<file path="src/rtl/issue_unit.sv">
`default_nettype none
// +------------------------------------------------------------------------+
// | Module   : issue_unit                                                  |
// | Purpose  : Same-cycle issue grants for int/ls/mult/div queues with a   |
// |            shift-register reservation of future CDB ownership.         |
// | Revision : 1.0                                                         |
// +------------------------------------------------------------------------+
module issue_unit #(
    parameter int MULT_LAT = 4,
    parameter int DIV_LAT  = 7
) (
    input  logic       clk,
    input  logic       reset,
    input  logic       int_ready,
    output logic       int_issue,
    input  logic       mult_ready,
    output logic       mult_issue,
    input  logic       div_ready,
    output logic       div_issue,
    input  logic       ls_ready,
    input  logic       lsbuf_full,
    output logic       ls_issue,
    output logic [2:0] cdb_sel,
    output logic       div_busy
);

    localparam logic [1:0] c_OWN_NONE = 2'd0;
    localparam logic [1:0] c_OWN_INT  = 2'd1;
    localparam logic [1:0] c_OWN_MULT = 2'd2;
    localparam logic [1:0] c_OWN_DIV  = 2'd3;
    localparam logic [3:0] c_DIV_LOAD = 4'(DIV_LAT - 1);

    // r_slot[k] names the CDB owner k cycles from now
    logic [1:0] r_slot [DIV_LAT];
    logic [1:0] w_slot_nxt [DIV_LAT];
    logic [3:0] r_div_cnt;
    logic       w_int_issue;
    logic       w_mult_issue;
    logic       w_div_issue;
    logic       w_ls_issue;

    assign div_busy = (r_div_cnt != 4'd0);

    // Distinct latencies mean same-cycle grants never target the same slot
    assign w_int_issue  = reset & int_ready  & (r_slot[1] == c_OWN_NONE);
    assign w_mult_issue = reset & mult_ready & (r_slot[MULT_LAT] == c_OWN_NONE);
    assign w_div_issue  = reset & div_ready  & ~div_busy;
    assign w_ls_issue   = reset & ls_ready   & ~lsbuf_full;

    assign int_issue  = w_int_issue;
    assign mult_issue = w_mult_issue;
    assign div_issue  = w_div_issue;
    assign ls_issue   = w_ls_issue;

    always_comb begin
        cdb_sel = 3'b000;
        case (r_slot[0])
            c_OWN_INT:  cdb_sel = 3'b001;
            c_OWN_MULT: cdb_sel = 3'b010;
            c_OWN_DIV:  cdb_sel = 3'b100;
            default:    cdb_sel = 3'b000;
        endcase
    end

    always_comb begin
        for (int k = 0; k < DIV_LAT - 1; k++) begin
            w_slot_nxt[k] = r_slot[k + 1];
        end
        w_slot_nxt[DIV_LAT - 1] = c_OWN_NONE;
        if (w_int_issue) begin
            w_slot_nxt[0] = c_OWN_INT;
        end
        if (w_mult_issue) begin
            w_slot_nxt[MULT_LAT - 1] = c_OWN_MULT;
        end
        if (w_div_issue) begin
            w_slot_nxt[DIV_LAT - 1] = c_OWN_DIV;
        end
    end

    always_ff @(posedge clk) begin
        if (!reset) begin
            for (int k = 0; k < DIV_LAT; k++) begin
                r_slot[k] <= c_OWN_NONE;
            end
            r_div_cnt <= 4'd0;
        end else begin
            for (int k = 0; k < DIV_LAT; k++) begin
                r_slot[k] <= w_slot_nxt[k];
            end
            if (w_div_issue) begin
                r_div_cnt <= c_DIV_LOAD;
            end else if (r_div_cnt != 4'd0) begin
                r_div_cnt <= r_div_cnt - 4'd1;
            end
        end
    end

endmodule
`default_nettype wire

</file>
<file path="config.mk">
export PLATFORM = sky130hd
export DESIGN_NAME = issue_unit
export DESIGN_NICKNAME = d
export VERILOG_FILES = /design/src/rtl/issue_unit.sv
export SDC_FILE = /design/constraint.sdc
export NUM_CORES = 1
export LEC_CHECK = 0
export ABC_AREA = 1
export BUFFER_PORTS_ARGS = -buffer_cell sky130_fd_sc_hd__buf_2
export CAP_MARGIN = 20
export CORE_AREA = 3 3 40 42
export DETAILED_ROUTE_END_ITERATION = 12
export DIE_AREA = 0 0 43 45
export PLACE_DENSITY = 0.69
export SYNTH_ARGS = -nofsm -noshare
export SYNTH_HDL_FRONTEND = slang
export SYNTH_SLANG_ARGS = --single-unit
export TNS_END_PERCENT = 30
</file>
<file path="constraint.sdc">
create_clock -name clk -period 2.9 [get_ports clk]
set_input_delay 0.145 -clock clk [delete_from_list [all_inputs] [get_ports clk]]
set_output_delay 0.145 -clock clk [all_outputs]
set_load 0.005 [all_outputs]
</file>
==> After elaboration in Yosys (flattened, before gate mapping) <==
Memory sizes are Yosys's and may differ from the RTL's.
Cells that the tools add are included.
{ "totals": {"reg_bits": 4, "mem_bits_rw": 14, "input_bits": 7, "output_inout_bits": 8, "mem_count": 1} }
{ "memory_table": {"columns": ["name", "depth", "width", "rd", "rd_ports_with_merged_regs", "write_ports", "line_no", "source"], "rows": [
  ["r_slot", 7, 2, 7, 0, 7, "34", "logic [1:0] r_slot [DIV_LAT];"]
]} }
{ "classes": {"add_sub_neg": 1, "eq_ne": 3, "n_mux": 15, "n_bitwise": 18, "n_reduce_logical": 5} }
{ "op_table": {"columns": ["op", "count"], "rows": [
  ["two-way mux 2 bit", 10],
  ["case mux 3 bit (3 select lines)", 1],
  ["AND 1 bit", 8],
  ["bitwise OR 1 bit", 7],
  ["two-way mux 3 bit", 2],
  ["== test 2 bit (second input constant)", 2],
  ["zero test 2 bit", 2],
  ["nonzero test 4 bit", 1],
  ["subtractor 4 x 1 -> 4 bit (second input constant)", 1],
  ["inverter 1 bit", 3],
  ["== test 2 x 1 -> 1 bit (second input constant)", 1],
  ["two-way mux 1 bit", 2],
  ["nonzero test 2 bit", 1],
  ["OR reduction 2 bit", 1]
]} }

==> Depth between registers and ports, before layout <==
Gate-level depths: netlist (run 1).
{ "logic_depth": {"ltp_word": 5, "depth_mapped": 7, "depth_no_buf": 7} }

==> Worst setup path before layout (run 1) <==
No wires, ideal clock.
{ "synth_timing": {"path_type": "reg2reg", "start": "reg r_div_cnt[0]", "end": "reg r_div_cnt[2]", "setup_ps": 109, "arrival_time_ps": 871, "required_time_ps": 2791, "path_slack_ps": 1920, "stages_incl_launch_ff": 8, "path_buffers": 0, "period_less_slack_ps": 980, "path_cell_list": "dfxtp_1 > inv_1 > ha_1 > nand2_4 > nand2_2 > nand2_1 > nand2_1 > inv_1"} }
{ "synth_via": {"elab_chain_cells": 4} }
{ "synth_lines": {"columns": ["item", "line_no", "source"], "rows": [
  ["start: declaration", "36", "logic [3:0] r_div_cnt;"],
  ["start signal: assignment", "92", "r_div_cnt <= c_DIV_LOAD;"],
  ["start signal: assignment", "94", "r_div_cnt <= r_div_cnt - 4'd1;"],
  ["nonzero test 4 bit *", "42", "assign div_busy = (r_div_cnt != 4'd0);"],
  ["named net div_busy", "24", "output logic div_busy"],
  ["inverter 1 bit", "47", "assign w_div_issue = reset & div_ready & ~div_busy;"],
  ["AND 1 bit", "47", null],
  ["two-way mux 3 bit / nonzero test 2 bit (equally long branches)", null, null]
]} }
The timed path passes the listed nets; every way through them passes the cells marked *. The select of a mux whose other input is x is not followed.
A chain may end at the register's enable or synchronous reset.

==> Worst setup path in the final report (run 1) <==
{ "layout_timing": {"start": "reg r_div_cnt[0]", "end": "out div_issue"} }
{ "layout_via": {"elab_chain_cells": 3} }
{ "layout_lines": {"columns": ["item", "line_no", "source"], "rows": [
  ["nonzero test 4 bit", "42", null],
  ["inverter 1 bit", "47", null],
  ["AND 1 bit", "47", null],
  ["end: declaration", "19", "output logic div_issue,"]
]} }
Every way passes these cells.

==> results of run 1 <==
==> metal layers <==
| metal | wire length, um | up-vias | part of all wire (%) | track usage [%] |
|---|---|---|---|---|
| li1 | - | 262 | - | - |
| met4 | 13 | 0 | 1.5 | 9.04 |
| met3 | 57 | 2 | 6.4 | 2.39 |
| met5 | 0 | - | 0 | 0 |
| met2 | 432 | 14 | 49 | 19.5 |
| met1 | 384 | 208 | 43 | 13.2 |
==> cell type report <==
class / count / area [sq um]
multi-input combinational: 44 / 216
sequential: 15 / 300
timing repair buffer: 14 / 70.1
fill: 125 / 577
clock buffer: 3 / 22.5
tap: 15 / 18.8
clock inverter: 1 / 5.00
inverter: 20 / 75.1
==> power groups by stage <==
stage	clock [uW]	sequential [uW]	combinational, uW
finish	116	271	204
global route	131	276	247
global placement	0	275	203
CTS	121	272	209
floorplan	0	271	165
detailed placement	0	277	208
==> path summary, 6_finish.rpt <==
path | end | start
setup reg to reg | r_div_cnt[2]$_SDFFE_PN0P_ | r_div_cnt[0]$_SDFFE_PP0P_
hold / removal | r_slot[3][1]$_SDFF_PN0_ | mult_ready
hold reg to reg | r_slot[1][1]$_SDFF_PN0_ | r_slot[2][1]$_SDFF_PN0_
setup / recovery | div_issue | r_div_cnt[0]$_SDFFE_PP0P_
==> metrics by stage <==
step           worst slack [ns]  std cells  power [uW]  hold WS [ns]  cell area [sq um]
6_report                   1.53        112         591         0.113                708
5_1_grt                    1.42        112         654         0.117                708
4_1_cts                    1.51        112         602         0.105                708
3_5_place_dp               1.83        108         485         0.400                681
3_3_place_gp               1.86        108         478         0.393                681
2_1_floorplan              1.92         80         436         0.288                599
==> state kept, by name, indices dropped and copies added (netlist names) <==
signal,count
r_div_cnt,4
r_slot,11
==> cells by family (layout without fill, tap and decap cells) <==
| family | Yosys count | count (layout) | synth area share (%) |
|---|---|---|---|
| adder cells (fa/ha/maj) | 2 | 2 | 4.17 |
| XOR/XNOR | 1 | 1 | 1.46 |
| buffers and inverters | 21 | 38 | 13.8 |
| flip-flops | 15 | 15 | 50.1 |
| AO/OA/AOI/OAI | 3 | 3 | 2.50 |
| AND/OR/NAND/NOR | 38 | 38 | 28.0 |
==> Yosys cell counts <==
cell / count
nand2_2: 2
a21oi_1: 2
nor3_1: 2
o21ai_1: 1
nand3_1: 2
nor2_1: 8
xnor2_1: 1
ha_1: 2
nand2_4: 1
dfxtp_1: 15
buf_4: 1
nand2_1: 22
inv_1: 20
nor2_4: 1
==> critical path, stage by stage (launching register included) <==
cell	delay (ns)
dfxtp_1	0.36
inv_1	0.09
ha_1	0.24
nand2_4	0.10
nor2_1	0.04
buf_2	0.12
==> impl_metrics.env, run 1 <==
export IMPL_via_count=486
export IMPL_cts_resized=0
export IMPL_worst_setup_path_type="reg -> out"
export IMPL_rsz0062_at_grt="no"
export IMPL_synth_area_top_cells="dfxtp_1 (50%), nand2_1 (14%), inv_1 (13%)"
export IMPL_fin_skew_ns=0.00183
export IMPL_leakage_uw=0.000433
export IMPL_grt_pass1_vias=444
export IMPL_ys_types=14
export IMPL_fp_dieH_um=45
export IMPL_drc=0
export IMPL_die_w_um=43
export IMPL_period_minus_slack_ns=1.37
export IMPL_numCtsBuffers=3
export IMPL_synth_seq_cells=15
export IMPL_core_sq_um=1280
export IMPL_start_util_pct=46.6
export IMPL_overflow=0
export IMPL_r2r_slack_ns=1.85
export IMPL_clockRootBuffer="clkbuf_4"
export IMPL_slew_headroom_pct=84.1
export IMPL_final_core_util_pct=55.1
export IMPL_clockBufferDepth=2
export IMPL_grt_pass1_wl_um=1680
export IMPL_port_buffers=14
export IMPL_yosysTopAreaCell="dfxtp_1"
export IMPL_synth_seq_area_share_pct=50.1
export IMPL_tightest_slew_ns=0.239
export IMPL_layout_common_cells="nand2_1 (22), inv_1 (20), dfxtp_1 (15), buf_2 (14), nor2_1 (8)"
export IMPL_rows=13
export IMPL_ant_nets=0
export IMPL_detailed_place_hpwl_um=707
export IMPL_grt_util_all_layers_pct=11.7
export IMPL_status="finished, final reports clean"
export IMPL_switching_share_pct=35.4
export IMPL_drive_above_1_share_pct=22.7
export IMPL_seq_power_share_pct=45.9
export IMPL_cts_tree="done"
export IMPL_max_freq_mhz=730
export IMPL_grt_max_degree=15
export IMPL_clock_latency_ns=0.28
export IMPL_fin_nets=107
export IMPL_place_gp_congestion=0.733
export IMPL_min_path_type="in -> reg"
export IMPL_final_common_cell="nand2_1"
export IMPL_timing_final_crit_share_pct=47.2
export IMPL_drt_total_wl_um=888
export IMPL_area_growth_pct=18.2
export IMPL_diodes=0
export IMPL_synth_top_area_share_pct=50.1
export IMPL_reg2reg_depth=7
export IMPL_arrival_ns=1.22
export IMPL_clkTransAtPathRegs_ns=0.09
export IMPL_syn_inst=80
export IMPL_power_density_nw_per_um2=834
export IMPL_drtIter0Drc=5
export IMPL_drtPass1Iterations=4
export IMPL_cts_setup_buffers=0
export IMPL_finalMaxSlewViolations=0
export IMPL_syn_area_sq_um=599
export IMPL_ctsHtreeMaxLevel=1
export IMPL_cp_end_kind="output port"
export IMPL_setup_viol=0
export IMPL_die_area_sq_um=1940
export IMPL_antenna_found_initial=0
export IMPL_via_per_inst=4.34
export IMPL_avgSynthCellArea_sq_um=7.49
export IMPL_holdPathStages=3
export IMPL_worstSetupStartpointType="register"
export IMPL_peakVddDrop_mv=0.494
export IMPL_cp_data_required_time_ns=2.76
export IMPL_yosys_warnings=0
export IMPL_num_io_pins=15
export IMPL_internal_power_uw=381
export IMPL_syn_num_nets=89
export IMPL_fin_setup_tns_ns=0
export IMPL_avgRoutedWirePerCell_um=7.93
export IMPL_hold_viol=0
export IMPL_maxCapViolations=0
export IMPL_p_clk_share_pct=19.6
export IMPL_cts_hold_buf=0
export IMPL_pwr_share_comb_pct=34.5
export IMPL_cts_sinks=15
export IMPL_path_max_fanout=6
export IMPL_p_switching_uw=209
(Power assumes the default switching activity.)
==> run 2, diff against run 1 <==
CORE_AREA = unset   (was 3 3 40 42)
CORE_MARGIN = 3   (was unset)
CORE_UTILIZATION = 43   (was unset)
DIE_AREA = unset   (was 0 0 43 45)
clock period = 1.1 ns   (was 2.9 ns; I/O delays follow)
==> run 2 against run 1 <==
Non-clock buffer count increased by 7. Clock power increased to 2.6 times the previous value. The run now ends with setup timing left. Die area decreased by 2.9%. Clock skew increased by 0.0076 ns. Register-to-register slack got worse by 1.9 ns.
==> impl_metrics.env, run 2 (synthesis results as in run 1) <==
export IMPL_status="finished, violations left"
export IMPL_violations="setup timing"
export IMPL_slew_headroom_pct=84.1
export IMPL_holdPathStages=3
export IMPL_drive_above_1_share_pct=32.7
export IMPL_min_path_type="in -> reg"
export IMPL_diodes=0
export IMPL_timing_final_crit_share_pct=103
export IMPL_rows=12
export IMPL_overflow=0
export IMPL_power_density_nw_per_um2=2430
export IMPL_via_per_inst=4.47
export IMPL_core_sq_um=1200
export IMPL_cts_tree="done"
export IMPL_grt_pass1_vias=448
export IMPL_hold_ws_ns=0.0208
export IMPL_cp_end_kind="output port"
export IMPL_fin_nets=114
export IMPL_reg_top3="r_slot: 11 flops, r_div_cnt: 4 flops"
export IMPL_cp_slowest_cell="dfxtp_1"
export IMPL_worst_setup_path_type="reg -> out"
export IMPL_finalMaxSlewViolations=0
export IMPL_die_w_um=43.3
export IMPL_drtIter0Drc=23
export IMPL_cts_hold_buf=0
export IMPL_setup_viol=2
export IMPL_fp_dieH_um=43.3
export IMPL_dpl_cell_count=107
export IMPL_drt_total_wl_um=1110
export IMPL_area_growth_pct=29.2
export IMPL_arrival_ns=1.08
export IMPL_cts_sinks=15
export IMPL_ant_nets=0
export IMPL_postPlaceCellArea_sq_um=679
export IMPL_instances_no_fill=118
export IMPL_fin_setup_tns_ns=-0.0567
export IMPL_peakVddDrop_mv=1.44
export IMPL_max_freq_mhz=880
export IMPL_worstSetupStartpointType="register"
export IMPL_avgRoutedWirePerCell_um=9.42
export IMPL_port_buffers=14
export IMPL_die_area_sq_um=1880
export IMPL_largest_reg_flops=11
export IMPL_rsz0062_at_grt="yes"
export IMPL_numCtsBuffers=3
export IMPL_layout_common_cells="nand2_1 (22), inv_1 (18), buf_2 (14), dfxtp_1 (13), nor2_1 (8)"
export IMPL_grt_pass1_wl_um=1930
export IMPL_regMostFlops="r_slot"
export IMPL_clockRootBuffer="clkbuf_4"
export IMPL_via_count=527
export IMPL_clock_latency_ns=0.28
export IMPL_drc=0
export IMPL_leakage_uw=0.000466
export IMPL_detailed_place_hpwl_um=732
export IMPL_crit_chain="nor2_4 -> nand2_4 -> nor2_1 -> buf_2"
export IMPL_start_util_pct=49.9
export IMPL_period_minus_slack_ns=1.14
export IMPL_num_io_pins=15
export IMPL_hold_viol=0
export IMPL_reg2reg_depth=7
export IMPL_critical_path_max_stage_delay_ns=0.36
export IMPL_final_common_cell="nand2_1"
export IMPL_fin_ws_ns=-0.0366
export IMPL_path_max_fanout=4
export IMPL_antenna_found_initial=0
export IMPL_clockBufferDepth=2
export IMPL_grt_util_all_layers_pct=14.3
export IMPL_ctsHtreeMaxLevel=1
export IMPL_fin_skew_ns=0.00940
export IMPL_design_area_sq_um=774
export IMPL_tightest_slew_ns=0.238
export IMPL_cp_data_required_time_ns=1.04
export IMPL_maxCapViolations=0
export IMPL_clkTransAtPathRegs_ns=0.09
export IMPL_total_power_uw=1880
export IMPL_grt_max_degree=15
export IMPL_place_gp_congestion=0.711
export IMPL_drtPass1Iterations=5
## run 2: cell count changes in the layout (fill, tap and decap cells not counted)
cell	previous run	this run
inv_2	0	2
ha_4	0	1
dfxtp_1	15	13
inv_1	20	18
ha_1	2	1
dfxtp_2	0	2
buf_4	0	7
## run 2: layout make-up
type,instances,area (sq um)
clock buffers,3,22.5
clock inverters,1,5.00
fillers,103,427
inverters,20,75.1
multi-input cells,44,229
flip-flops and latches,15,303
well taps,14,17.5
repair buffers,21,123
## run 2: metal layers
layer	wire [um]	vias to the layer above	global-route usage, %
met5	0	-	0
met4	9	0	4.22
met3	83	2	6.22
met2	574	18	25.4
met1	445	229	15.2
li1	-	278	-
## run 2: worst paths after layout
check	startpoint	end	slack (ns)
max reg2reg	r_div_cnt[0]$_SDFFE_PP0P_	r_div_cnt[2]$_SDFFE_PN0P_	-0.02
min	mult_ready	r_slot[3][1]$_SDFF_PN0_	0.02
min reg2reg	r_slot[3][1]$_SDFF_PN0_	r_slot[2][1]$_SDFF_PN0_	0.41
max	r_div_cnt[2]$_SDFFE_PN0P_	div_issue	-0.04
## run 2: report_power, final
part | switching (uW) | internal (uW) | total, uW
clock network | 171 | 135 | 306
registers | 77.7 | 645 | 723
logic | 422 | 428 | 851
## run 2: stage by stage
stage               utilization, %  worst slack, ns
floorplan                        -            0.120
global placement              56.6           0.0693
detailed placement            56.6           0.0386
CTS                           63.9          -0.0501
global route                  64.5           -0.107
finish                        64.5          -0.0366
## run 2: worst max-delay path: cells and delay by family (launching register included)
family	cells	cell delay, ns
buffers and inverters	1	0.11
DFF	1	0.36
and+or+nand+nor	3	0.33
## run 2: timing repair
| item | in CTS | in global routing |
|---|---|---|
| endpoints found under the setup margin | 2 | 4 |
| resized for setup | 6 | 0 |
| buffers inserted | 6 | 1 |
| endpoints found under the hold margin | 0 | 0 |
| pin swaps | 3 | 2 |
==> run 3, diff against run 2 <==
ABC_AREA = 0   (was 1)
PLACE_DENSITY = 0.7   (was 0.69)
==> run 3 against run 2 <==
The flow still finishes with violations (setup timing). Via count decreased by 11%. Sequential power increased by 0.7%. Worst setup slack got worse by 0.25 ns. Utilization increased by 5.1 points. Fmax decreased by 18%. First-iteration DRC count decreased by 65%. Sequential share of layout area decreased by 2.4 points. Wire length increased by 2.1%. Final area increased by 6.6%. Total power increased by 4.7%. Largest cell class unchanged. Highest routed layer unchanged.
==> impl_metrics.env, run 3 <==
export IMPL_drtIter0Drc=8
export IMPL_cp_data_required_time_ns=1.04
export IMPL_numCtsBuffers=3
export IMPL_grt_util_all_layers_pct=15.0
export IMPL_dr_wl_met3_um=71
export IMPL_power_density_nw_per_um2=2380
export IMPL_synth_seq_cells=15
export IMPL_cts_sinks=15
export IMPL_grt_max_degree=13
export IMPL_dp_slack_ns=-0.141
export IMPL_via_count=467
export IMPL_grt_pass1_wl_um=2010
export IMPL_fin_ws_ns=-0.291
export IMPL_cp_endpoint="div_busy"
export IMPL_r2r_slack_ns=-0.23
export IMPL_clkTransAtPathRegs_ns=0.08
export IMPL_worst_path_buf_inv=4
export IMPL_port_buffers=14
export IMPL_peakVddDrop_mv=1.27
export IMPL_highest_layer="met4"
export IMPL_cpMostUsedCell="inv_2"
export IMPL_synth_area_top_cells="dfxtp_1 (52%), and2_1 (9.7%), ha_1 (4.3%)"
export IMPL_die_area_sq_um=1830
export IMPL_fillers=89
export IMPL_cts_tree="done"
export IMPL_clock_latency_ns=0.27
export IMPL_yosysMostFrequentCell="dfxtp_1"
export IMPL_slew_headroom_pct=78.3
export IMPL_num_io_pins=15
export IMPL_crit_cells=6
export IMPL_detailed_place_hpwl_um=774
export IMPL_yosysTopAreaCell="dfxtp_1"
export IMPL_met2_length_um=560
export IMPL_total_power_uw=1970
export IMPL_syn_inst=58
export IMPL_rows=12
export IMPL_grt_pass1_vias=464
export IMPL_avgRoutedWirePerCell_um=11.2
export IMPL_worstSetupStartpointType="register"
export IMPL_regMostFlops="r_slot"
export IMPL_hold_viol=0
export IMPL_synth_flop_cell="dfxtp_1"
export IMPL_fin_setup_tns_ns=-1.45
export IMPL_synth_seq_area_share_pct=51.5
export IMPL_reg2reg_depth=5
export IMPL_ant_nets=0
export IMPL_clockRootBuffer="clkbuf_4"
export IMPL_ctsHtreeMaxLevel=1
export IMPL_crit_start="r_div_cnt[0]$_SDFFE_PP0P_"
export IMPL_fin_skew_ns=0.000328
export IMPL_violations="setup timing"
export IMPL_setup_viol=6
export IMPL_worst_setup_path_type="reg -> out"
export IMPL_synth_top_area_share_pct=51.5
export IMPL_yosys_warnings=0
export IMPL_path_max_fanout=3
export IMPL_drive_above_1_share_pct=43.7
export IMPL_tightest_slew_ns=0.321
export IMPL_hold_ws_ns=0.0682
export IMPL_area_growth_pct=41.6
export IMPL_period_minus_slack_ns=1.39
export IMPL_reg_top3="r_slot: 11 flops, r_div_cnt: 4 flops"
export IMPL_timing_rr_start="r_div_cnt[0]$_SDFFE_PP0P_"
export IMPL_cp_slowest_cell="dfxtp_2"
export IMPL_layout_common_cells="buf_2 (13), dfxtp_1 (13), buf_4 (12), and2_1 (9), nor2_1 (4)"
export IMPL_status="finished, violations left"
export IMPL_crit_chain="inv_2 -> ha_4 -> nor3b_4 -> buf_4 -> inv_2 -> buf_6"
export IMPL_leakage_uw=0.000398
export IMPL_syn_num_nets=67
export IMPL_max_freq_mhz=719
export IMPL_overflow=0
export IMPL_synth_commonest_cells="dfxtp_1 (15), and2_1 (9), nor2_1 (4), inv_1 (3), nor2b_1 (3)"
export IMPL_syn_area_sq_um=583
export IMPL_drc=0
export IMPL_min_path_type="in -> reg"
export IMPL_core_sq_um=1190
export IMPL_ys_types=24
export IMPL_ys_async_sr_fraction_pct=0
export IMPL_rsz0062_at_grt="yes"
export IMPL_fp_dieH_um=42.8
export IMPL_drtPass1Iterations=3
export IMPL_via_per_inst=4.62
export IMPL_diodes=0
export IMPL_avgSynthCellArea_sq_um=10.1
export IMPL_postPlaceCellArea_sq_um=708
export IMPL_critical_path_max_stage_delay_ns=0.33
export IMPL_cp_end_kind="output port"
export IMPL_largest_reg_flops=11
export IMPL_design_area_sq_um=826
export IMPL_arrival_ns=1.34
export IMPL_drt_total_wl_um=1140
export IMPL_clockBufferDepth=2
export IMPL_finalMaxSlewViolations=0
export IMPL_drt_met1_wl_um=499
export IMPL_place_gp_congestion=0.663
export IMPL_crit_family="buffers and inverters"
export IMPL_antenna_found_initial=0
export IMPL_synth_edf_count=0
export IMPL_timing_final_crit_share_pct=126
export IMPL_start_util_pct=49.2
export IMPL_r2r_end="r_div_cnt[3]$_SDFFE_PP0P_"
export IMPL_die_w_um=42.8
export IMPL_fin_nets=97
export IMPL_maxCapViolations=0
==> run 3: cell types whose count changed after synthesis, moves of 2 or more <==
cell      previous run  this run
nand2_1             22         2
a21oi_1              2         0
and3_1               0         2
nand2_2              2         0
mux2i_1              0         2
nor2_1               8         4
nor3_1               2         0
nand3_1              2         0
inv_1               20         3
nor2b_1              0         3
nand2b_1             0         2
and2_1               0         9
==> run 3: how the worst min path moves through the flow <==
| stage | start | endpoint | slack (ns) | depth (start not counted) |
|---|---|---|---|---|
| 5_1_grt | div_ready | r_slot[6][0]$_DFF_P_ | 0.08 | 2 |
| 2_1_floorplan | lsbuf_full | ls_issue | 0.14 | 1 |
| 4_1_cts | div_ready | r_slot[6][0]$_DFF_P_ | 0.06 | 2 |
| 3_3_place_gp | mult_ready | r_slot[3][1]$_SDFF_PN0_ | 0.28 | 3 |
| 6_report | div_ready | r_slot[6][0]$_DFF_P_ | 0.07 | 2 |
| 3_5_place_dp | mult_ready | r_slot[3][1]$_SDFF_PN0_ | 0.29 | 3 |
==> run 3: layer usage <==
metal | global-route usage [%] | vias up
met1 | 16.5 | 207
met5 | 0 | -
li1 | - | 248
met3 | 8.05 | 2
met2 | 25.1 | 10
met4 | 3.73 | 0
==> run 3: layout make-up <==
class | instances | area (sq um) | area share, %
Sequential cell | 15 | 303 | 36.7
Timing Repair Buffer | 27 | 176 | 21.4
Clock buffer | 4 | 26.3 | 3.18
Tap cell | 14 | 17.5 | 2.12
Multi-Input combinational cell | 37 | 288 | 34.8
Inverter | 4 | 15.0 | 1.82
==> run 3: power by group <==
part,leakage [uW],switching (uW),internal [uW],total [uW]
Clock,0.0000150,160,141,301
Combinational,0.000260,346,593,939
Sequential,0.000123,85.8,642,728
Total,0.000398,592,1380,1970
==> run 3: through the flow <==
step	utilization (%)	instances
2_1_floorplan	-	58
3_3_place_gp	59.7	90
3_5_place_dp	59.7	90
4_1_cts	69.1	101
5_1_grt	69.6	101
6_report	69.6	101
==> run 3: logic make-up after synthesis <==
group / synth area share (%)
simple gates: 28.8
flops: 51.5
buf+inv: 4.08
compound gates: 6.44
mux: 3.43
fa+ha+maj: 4.29
xor+xnor: 1.50
==> run 3: what timing repair did <==
item	CTS	global route
setup endpoints to repair	8	7
endpoints found under the hold margin	1	0
buffers inserted	7	0
pin swaps	2	1
gates resized for setup	8	1
gates cloned	0	0
hold buffers	1	0
